### src/rtl/mod_ctrl_pkg.sv
`default_nettype none
// ============================================================================
//  Module      : mod_ctrl_pkg
//  Description : Shared constants for the modulo-N counter controller:
//                FSM state encodings and default parameter values.
//  Revision    : 1.0  initial release
// ============================================================================
package mod_ctrl_pkg;

    // FSM state encodings (2 bits; encoding 3 is unreachable)
    localparam logic [1:0] ST_IDLE  = 2'd0;
    localparam logic [1:0] ST_RUN   = 2'd1;
    localparam logic [1:0] ST_PAUSE = 2'd2;

    // Default build parameters: 1 Hz count rate from a 50 MHz clock
    localparam int DEF_MODULUS  = 13;
    localparam int DEF_CNT_W    = 4;
    localparam int DEF_TICK_DIV = 50000000;
    localparam int DEF_DIV_W    = 26;

endpackage : mod_ctrl_pkg
`default_nettype wire

### src/rtl/bin_to_7seg.sv
`default_nettype none
// ============================================================================
//  Module      : bin_to_7seg
//  Description : Hex digit to 7-segment decoder, active-high segments,
//                seg[6:0] = {g,f,e,d,c,b,a}.
//  Revision    : 1.0  initial release
// ============================================================================
module bin_to_7seg (
    input  logic [3:0] bin,
    output logic [6:0] seg
);

    // Pure lookup of the segment pattern for each hex digit
    always_comb begin
        seg = 7'h00;
        case (bin)
            4'h0: seg = 7'h3F;
            4'h1: seg = 7'h06;
            4'h2: seg = 7'h5B;
            4'h3: seg = 7'h4F;
            4'h4: seg = 7'h66;
            4'h5: seg = 7'h6D;
            4'h6: seg = 7'h7D;
            4'h7: seg = 7'h07;
            4'h8: seg = 7'h7F;
            4'h9: seg = 7'h6F;
            4'hA: seg = 7'h77;
            4'hB: seg = 7'h7C;
            4'hC: seg = 7'h39;
            4'hD: seg = 7'h5E;
            4'hE: seg = 7'h79;
            4'hF: seg = 7'h71;
            default: seg = 7'h00;
        endcase
    end

endmodule : bin_to_7seg
`default_nettype wire

### src/rtl/tick_prescaler.sv
`default_nettype none
// ============================================================================
//  Module      : tick_prescaler
//  Description : Free-running divider that emits a one-cycle tick every
//                TICK_DIV enabled cycles. Held at zero while disabled or
//                restarting, so every enabled stretch starts a full period.
//  Revision    : 1.0  initial release
// ============================================================================
module tick_prescaler #(
    parameter int TICK_DIV = 50000000,
    parameter int DIV_W    = 26
) (
    input  logic clk,
    input  logic reset,
    input  logic en,
    input  logic restart,
    output logic tick
);

    localparam logic [DIV_W-1:0] C_TERM = DIV_W'(TICK_DIV - 1);

    logic [DIV_W-1:0] div_d;
    logic [DIV_W-1:0] div_q;

    // Next divider value: count while enabled, otherwise park at zero
    always_comb begin
        div_d = '0;
        if (en && !restart) begin
            div_d = (div_q == C_TERM) ? '0 : div_q + DIV_W'(1);
        end
    end

    // Divider register with synchronous reset
    always_ff @(posedge clk) begin
        if (reset) begin
            div_q <= '0;
        end else begin
            div_q <= div_d;
        end
    end

    assign tick = en & (div_q == C_TERM);

endmodule : tick_prescaler
`default_nettype wire

### src/rtl/mod_counter_ctrl.sv
`default_nettype none
// ============================================================================
//  Module      : mod_counter_ctrl
//  Description : Run/pause/single-step controller for a modulo-N display
//                counter. Owns the tick prescaler, decodes button edges,
//                applies clear/load/stop/start/step in fixed priority and
//                drives count, wrap, status and the 7-segment pattern.
//  Revision    : 1.0  initial release
// ============================================================================
module mod_counter_ctrl
    import mod_ctrl_pkg::*;
#(
    parameter int MODULUS  = DEF_MODULUS,
    parameter int CNT_W    = DEF_CNT_W,
    parameter int TICK_DIV = DEF_TICK_DIV,
    parameter int DIV_W    = DEF_DIV_W
) (
    input  logic             clk,
    input  logic             reset,
    input  logic             start_btn,
    input  logic             stop_btn,
    input  logic             step_btn,
    input  logic             clear,
    input  logic             load,
    input  logic [CNT_W-1:0] load_val,
    output logic [CNT_W-1:0] count,
    output logic             wrap,
    output logic             running,
    output logic             load_err,
    output logic [1:0]       state_dbg,
    output logic [6:0]       seg
);

    localparam logic [CNT_W-1:0] C_CNT_MAX = CNT_W'(MODULUS - 1);

    // Registered state
    logic [1:0]       state_d,     state_q;
    logic [CNT_W-1:0] count_d,     count_q;
    logic             wrap_d,      wrap_q;
    logic             load_err_d,  load_err_q;
    logic             running_d,   running_q;
    logic             start_btn_d, start_btn_q;
    logic             stop_btn_d,  stop_btn_q;
    logic             step_btn_d,  step_btn_q;

    // Combinational helpers
    logic w_start_rise;
    logic w_stop_rise;
    logic w_step_rise;
    logic w_tick;
    logic w_advance;
    logic w_load_ok;
    logic w_presc_en;
    logic w_presc_restart;

    // Button edge detection; a held button yields a single rise
    always_comb begin
        start_btn_d  = start_btn;
        stop_btn_d   = stop_btn;
        step_btn_d   = step_btn;
        w_start_rise = start_btn & ~start_btn_q;
        w_stop_rise  = stop_btn  & ~stop_btn_q;
        w_step_rise  = step_btn  & ~step_btn_q;
        w_load_ok    = (load_val <= C_CNT_MAX);
    end

    // Control priority, FSM transitions and count update
    always_comb begin
        state_d    = state_q;
        count_d    = count_q;
        wrap_d     = 1'b0;
        load_err_d = 1'b0;
        w_advance  = 1'b0;

        if (clear) begin
            // Clear wins over everything but reset; a coincident tick is lost
            state_d = ST_IDLE;
            count_d = '0;
        end else begin
            case (state_q)
                ST_RUN: begin
                    // Load and step are not events while running
                    w_advance = w_tick;
                    if (w_stop_rise) begin
                        state_d = ST_PAUSE;
                    end
                end
                ST_IDLE, ST_PAUSE: begin
                    if (load) begin
                        if (w_load_ok) begin
                            count_d = load_val;
                            state_d = ST_PAUSE;
                        end else begin
                            load_err_d = 1'b1;
                        end
                    end else if (w_stop_rise) begin
                        // Already stopped; the stop still masks start/step
                        state_d = state_q;
                    end else if (w_start_rise) begin
                        state_d = ST_RUN;
                    end else if (w_step_rise) begin
                        w_advance = 1'b1;
                        state_d   = ST_PAUSE;
                    end
                end
                default: begin
                    state_d = ST_IDLE;
                end
            endcase

            if (w_advance) begin
                if (count_q == C_CNT_MAX) begin
                    count_d = '0;
                    wrap_d  = 1'b1;
                end else begin
                    count_d = count_q + CNT_W'(1);
                end
            end
        end

        running_d = (state_d == ST_RUN);
    end

    // Prescaler runs only while staying in RUN; entry and exit park it at zero
    always_comb begin
        w_presc_en      = (state_q == ST_RUN);
        w_presc_restart = (state_d != ST_RUN);
    end

    // State, count and pulse registers with synchronous reset
    always_ff @(posedge clk) begin
        if (reset) begin
            state_q     <= ST_IDLE;
            count_q     <= '0;
            wrap_q      <= 1'b0;
            load_err_q  <= 1'b0;
            running_q   <= 1'b0;
            start_btn_q <= 1'b0;
            stop_btn_q  <= 1'b0;
            step_btn_q  <= 1'b0;
        end else begin
            state_q     <= state_d;
            count_q     <= count_d;
            wrap_q      <= wrap_d;
            load_err_q  <= load_err_d;
            running_q   <= running_d;
            start_btn_q <= start_btn_d;
            stop_btn_q  <= stop_btn_d;
            step_btn_q  <= step_btn_d;
        end
    end

    tick_prescaler #(
        .TICK_DIV (TICK_DIV),
        .DIV_W    (DIV_W)
    ) u_tick_prescaler (
        .clk     (clk),
        .reset   (reset),
        .en      (w_presc_en),
        .restart (w_presc_restart),
        .tick    (w_tick)
    );

    bin_to_7seg u_bin_to_7seg (
        .bin (4'(count_q)),
        .seg (seg)
    );

    assign count     = count_q;
    assign wrap      = wrap_q;
    assign running   = running_q;
    assign load_err  = load_err_q;
    assign state_dbg = state_q;

endmodule : mod_counter_ctrl
`default_nettype wire

### config.mk
export PLATFORM = sky130hd
export DESIGN_NAME = mod_counter_ctrl
export DESIGN_NICKNAME = d
export VERILOG_FILES = /design/src/rtl/mod_ctrl_pkg.sv /design/src/rtl/bin_to_7seg.sv /design/src/rtl/tick_prescaler.sv /design/src/rtl/mod_counter_ctrl.sv
export SDC_FILE = /design/constraint.sdc
export NUM_CORES = 1
export LEC_CHECK = 0
export CAP_MARGIN = 15
export CORE_MARGIN = 2
export CORE_UTILIZATION = 50
export DETAILED_ROUTE_END_ITERATION = 16
export PLACE_DENSITY = 0.73
export SYNTH_ARGS = -nofsm -noshare
export SYNTH_HDL_FRONTEND = slang
export SYNTH_SLANG_ARGS = --single-unit
### constraint.sdc
create_clock -name clk -period 3.46 [get_ports clk]
set_input_delay 0.346 -clock clk [delete_from_list [all_inputs] [get_ports clk]]
set_output_delay 0.346 -clock clk [all_outputs]
set_load 0.05 [all_outputs]
## Word level (Yosys, flattened, before mapping)

Memory sizes are Yosys's and may differ from the RTL's. A register that Yosys moved wholly into a read port is not among the register bits.
Index checks and enable logic that the tools add are counted.

| storage, ports and cells | value |
|---|---|
| register bits after elaboration | 38 |
| bits in read-only memories | 112 |
| input bits | 11 |
| output and inout bits | 16 |
| logic and storage cells | 65 |
| memories kept | 1 |

Memories:

| name | words | bits a word | rd ports | clocked after memory_dff | write ports | RTL line | RTL |
|---|---|---|---|---|---|---|---|
| (no name shown) | 16 | 7 | 1 | 1 | 0 | bin_to_7seg.sv:16 | `case (bin)` |

| operators by class | value |
|---|---|
| add/sub/neg operators | 2 |
| $lt $le $gt $ge | 1 |
| eq/ne operators | 6 |
| multiplexer cells | 23 |
| bitwise gates (word level) | 11 |
| reductions and logical operators | 12 |

Operators by type and width:

| kind | number |
|---|---|
| $mux 4 | 7 |
| $add 26x1->26 const B | 1 |
| $eq 26x26->1 const B | 1 |
| $mux 2 | 7 |
| $mux 1 | 7 |
| $not 1->1 | 7 |
| $reduce_bool 2->1 | 3 |
| $reduce_or 3->1 | 2 |
| $add 4x1->4 const B | 1 |
| $and 1x1->1 | 4 |
| $eq 2x1->1 const B | 2 |
| $eq 4x4->1 const B | 1 |
| $le 4x4->1 const B | 1 |
| $pmux 2 s2 | 1 |
| $reduce_or 2->1 | 2 |
| $reduce_or 4->1 | 1 |
| $reduce_and 3->1 | 1 |
| $eq 2x2->1 const B | 1 |
| $logic_not 2->1 | 1 |
| $ne 2x1->1 const B | 1 |
| $pmux 1 s2 | 1 |
| $logic_and 1x1->1 | 1 |
| $logic_not 1->1 | 1 |

## Longest topological paths before layout

| logic depth | value |
|---|---|
| word-level depth | 13 |
| mapped depth | 12 |
| depth with buffers taken out | 12 |

## By module

Synthesis repeated with hierarchy kept, for this count alone.

| unflattened totals | value |
|---|---|
| cell total of the unflattened synthesis | 249 |
| area total of the unflattened synthesis | 2178.3 um^2 |

Modules (own cells, without submodules):

| module | instances | cells each | area each (um^2) | seq. area each (um^2) |
|---|---|---|---|---|
| tick_prescaler | 1 | 149 | 1290.0 | 520.5 |
| mod_counter_ctrl | 1 | 67 | 598.1 | 240.2 |
| bin_to_7seg | 1 | 33 | 290.3 | 0.0 |

## Worst setup path after synthesis

Ideal clock, no wire load.

| timing | value |
|---|---|
| path kind | reg2reg |
| from | reg state_q[0], in the netlist state_dbg[0] |
| to | reg, netlist name u_bin_to_7seg.seg[0] |
| library setup time | 0.079 ns |
| arrival | 2.755 ns |
| required time | 3.381 ns |
| path slack | 0.626 ns |
| cell stages (with the launch flop) | 11 |
| path buffers | 0 |
| period minus slack after synthesis | 2.834 ns |
| cell sequence | dfxtp_1 > or2b_1 > nor4_4 > a21oi_4 > mux2i_1 > a21oi_1 > inv_1 > ha_1 > a21boi_1 > mux2_4 > a211oi_2 |

| on the way | value |
|---|---|
| word-level cells in the longest chain between the ends | 8 |
| elaborated cells on any way between the ends | 14 |
| those cells by class | 2 x eq/ne; 5 x mux; 1 x bitwise; 6 x reduce/logical |

Ends and longest elaborated chain:

| what | RTL line | RTL |
|---|---|---|
| start: declaration | mod_counter_ctrl.sv:37 | `logic [1:0] state_d, state_q;` |
| start signal: assignment | mod_counter_ctrl.sv:142 | `state_q <= state_d;` |
| $eq 2x1->1 (tied with other cells) | mod_counter_ctrl.sv:80, mod_counter_ctrl.sv:126 |  |
| $and 1x1->1 or $reduce_or 2->1 (tied branches) | tick_prescaler.sv:42, mod_counter_ctrl.sv:80 |  |
| $pmux 1 s2 | mod_counter_ctrl.sv:80 | `case (state_q)` |
| $mux 1 | mod_counter_ctrl.sv:75 | `if (clear) begin` |
| $reduce_bool 2->1 (no line) | - |  |
| $reduce_and 3->1 (no line) | - |  |
| $mux 4 (no line) (*) (2 in series) | - |  |

Every way passes the cells marked *; elsewhere a longest branch is shown, timed or not. The select of a mux whose other input is x is not followed.
A chain may end at the register's enable or synchronous reset.

## Worst setup path in the final report

| timing | value |
|---|---|
| from | reg u_tick_prescaler.div_q[0] |
| to | reg, netlist name u_bin_to_7seg.seg[0] |

| on the way | value |
|---|---|
| word-level cells in the longest chain between the ends | 8 |
| elaborated cells on any way between the ends | 11 |
| those cells by class | 1 x eq/ne; 5 x mux; 1 x bitwise; 4 x reduce/logical |

Ends and longest elaborated chain:

| what | RTL line | RTL |
|---|---|---|
| start: declaration | tick_prescaler.sv:23 | `logic [DIV_W-1:0] div_q;` |
| start signal: assignment | tick_prescaler.sv:38 | `div_q <= div_d;` |
| $eq 26x26->1 (*) | tick_prescaler.sv:42 | `assign tick = en & (div_q == C_TERM);` |
| $and 1x1->1 (*) | tick_prescaler.sv:42 |  |
| $pmux 1 s2 (*) | mod_counter_ctrl.sv:80 |  |
| $mux 1 (*) | mod_counter_ctrl.sv:75 |  |
| $reduce_bool 2->1 (no line) | - |  |
| $reduce_and 3->1 (no line) | - |  |
| $mux 4 (no line) (*) (2 in series) | - |  |

Marked as above.

==> results by group <==
Clock tree
  • Postcts setup bufs: 0
  • CTS clock-pin slew for the worst setup and hold paths: 0.08 ns
  • TritonCTS clock tree: built
  • CTS Buf Count: 5
  • Clock Path Buffers: 2
  • Post-CTS sizing: 0
  • Root Buffer: clkbuf_8
  • CTS Sinks: 45
  • Worst-skew pair later-pin latency: 0.30 ns
  • CTS H-tree lvls: 2
  • Post-CTS Hold Buffers: 0

Synth
  • Synth Area per Inst: 9.06 sq um
  • Mapped Nets: 275
  • Adder-cell area share of the yosys netlist: 5.43%
  • Unique masters post-synth: 62
  • Mux cell area share after synthesis: 4.40%
  • Number of synthesized flops with an enable pin: 0
  • Synth Area in Compound Gates: 11.6%
  • Area contributors post-synth: dfxtp_1, nor2_1, xor2_1
  • Mapped Area: 0.00230 sq mm
  • Largest family of logic cells by synthesized area: simple AND/OR/NAND/NOR gates
  • Syn Inst Count: 254
  • Synth area leader: dfxtp_1
  • FF+latch count, synth: 45
  • Synthesis warning total: 0
  • Simple-Gate Fraction of Synth Area: 27.2%
  • Post-Synth XOR/XNOR Area: 8.37%
  • Sequential-to-total area share from yosys stat: 39.1%
  • Async SR Flop Fraction: 0%
  • Area share of the largest cell type after synthesis: 39.1%
  • Primary FF master, synth: dfxtp_1

Timing
  • Slew Viols, Final: 0
  • Worst slew margin: 41.0%
  • Fmax achieved: 337 MHz
  • Unrepaired setup endpoints after global routing: no
  • Setup_tns: 0 ns
  • Final setup fails: 0
  • Min cycle time layout: 2.97 ns
  • Clock skew after layout: 0.00781 ns
  • Slew @ Worst Pin: 0.885 ns
  • Fin crit share: 85.8%
  • Fin. Hold Viols: 0

Global routing
  • Initial antenna violation count: 0
  • Grt total ovfl: 0
  • Vias in the first global route: 1740
  • Total track usage: 19.3%
  • Largest net degree at the start of global routing: 27
  • First-pass GRT wire length: 7.82 mm

Outcome
  • Status: completed

Critical path
  • Critical path capture point type: flip-flop
  • R2r endpoint: u_bin_to_7seg.seg[0]
  • CP required: 3.69 ns
  • Worst path arrival time: 3.20 ns
  • Reg2Reg Setup Slack: 0.49 ns
  • Startpoint Class: flip-flop
  • Kind of critical path: reg2reg
  • Reg2Reg Depth: 11
  • CP startpoint: u_tick_prescaler.div_q[0]
  • Worst r2r src: u_tick_prescaler.div_q[0]
  • CP Max Fanout: 8

Floorplan
  • Die width: 71.9 um
  • Height of the die: 71.9 um
  • Row count: 24
  • Num ports: 27
  • Initial Util: 52.5%
  • Die area: 0.00516 sq mm
  • Placeable Area: 0.00438 sq mm

Detailed routing
  • Vias: 1788
  • Final ANT Viol Nets: 0
  • Avg WL per Cell: 12.9 um
  • WL final: 4.33 mm
  • DRT iter0 DRCs: 64
  • Drc violations: 0
  • Initial DRT Pass Iterations: 4
  • Via/cell ratio: 5.32

Power
  • Lkg Pwr: 0.950 nW
  • Power per cell area: 363 mW/mm^2
  • Pwr Total: 0.000976 W
  • VDD IR max: 0.000234 V

Place
  • Placer Congestion: 0.796
  • HPWL Detailed: 3.26 mm
  • Number of port buffers: 26

Finish
  • Commonest non-fill, non-tap cell in the layout: dfxtp_1
  • Commonest non-fill, non-tap cells in the layout: dfxtp_1, nor2_1, clkdlybuf4s50_1
  • Synth-to-layout area growth: 16.8%
  • N_diodes: 0
  • Share of layout cells above drive strength 1: 9.51%
  • NumNets Final: 304

Hold path
  • Start point of the worst hold path: u_tick_prescaler.div_q[0]
  • Hold Path End: u_tick_prescaler.div_q[0]
  • Worst hold path cell count: 1
  • Worst min path class: reg2reg

Job
  • Max Cap Viol: 0
cell type report:
class / instances / area, sq um
fillers: 397 / 1700
multi-input cells: 190 / 1310
flip-flops and latches: 45 / 901
repair buffers: 28 / 275
clock buffers: 6 / 72.6
well taps: 52 / 65.1
inverters: 13 / 48.8
clock inverters: 2 / 15.0
worst max path at each step:
stage,endpoint,slack [ns]
2_1_floorplan,u_bin_to_7seg.seg[0],0.63
3_3_place_gp,u_bin_to_7seg.seg[0],0.40
3_5_place_dp,u_bin_to_7seg.seg[0],0.27
4_1_cts,u_bin_to_7seg.seg[0],0.49
5_1_grt,u_bin_to_7seg.seg[0],0.25
6_report,u_bin_to_7seg.seg[0],0.49
registers in the layout (all words and copies together) (netlist names):
| register | flops |
|---|---|
| state_dbg | 2 |
| wrap | 1 |
| load_err | 1 |
| running | 1 |
| u_tick_prescaler.div_q | 26 |
| stop_btn_q | 1 |
| count | 4 |
| u_bin_to_7seg.seg | 7 |
| step_btn_q | 1 |
| start_btn_q | 1 |
cell families (layout without fill, tap and decap cells):
family	after synthesis	after routing
AOI/OAI and AO/OA	36	36
xor gates and xnor gates	22	22
adders and majority gates	10	10
buffers and inverters	19	49
DFF	45	45
muxes	8	8
and+or+nand+nor	114	114
worst max-delay path, cell delays in order, from the launching register on:
cell and delay, ns:
dfxtp_1 0.38, ha_1 0.24, nand4_1 0.19, nor4_4 0.31, a21oi_4 0.15, mux2i_1 0.15
a21oi_1 0.39, inv_1 0.18, ha_1 0.26, a21boi_1 0.16, mux2_4 0.30, a211oi_2 0.18
synth_stat cells (all sizes together) (3+ instances only):
cell type,count
a21oi,15
and3,5
buf,3
clkbuf,3
dfxtp,45
ha,10
inv,13
mux2,4
mux2i,4
nand2,22
nand3,9
nand4,7
nor2,39
nor2b,5
nor3b,3
nor4b,3
o21ai,6
or3,4
xnor2,6
xor2,16
routing by layer:
metal	track usage, %	routed length (um)	share of wire, %
met1	26.1	2230	52
met2	29.7	1880	43
met5	0	0	0
met4	6.71	64	1.5
met3	5.20	156	3.6
report_power, final:
group / switching [W] / total, W / leakage (nW) / internal, W
logic: 0.0000705 / 0.000120 / 0.548 / 0.0000494
clock network: 0.000180 / 0.000323 / 0.0374 / 0.000142
registers: 0.00000571 / 0.000533 / 0.365 / 0.000527
per-stage QoR:
| step | worst slack, ns | util (%) | instance area (sq um) | hold WS [ns] | instances |
|---|---|---|---|---|---|
| 3_3_place_gp | 0.400 | 59.3 | 2600 | 0.447 | 328 |
| 4_1_cts | 0.487 | 61.3 | 2690 | 0.469 | 336 |
| 6_report | 0.491 | 61.3 | 2690 | 0.464 | 336 |
| 5_1_grt | 0.252 | 61.3 | 2690 | 0.496 | 336 |
| 3_5_place_dp | 0.275 | 59.3 | 2600 | 0.450 | 328 |
| 2_1_floorplan | 0.626 | - | 2300 | 0.418 | 254 |
Note: power is estimated with default switching activity, not from simulation.
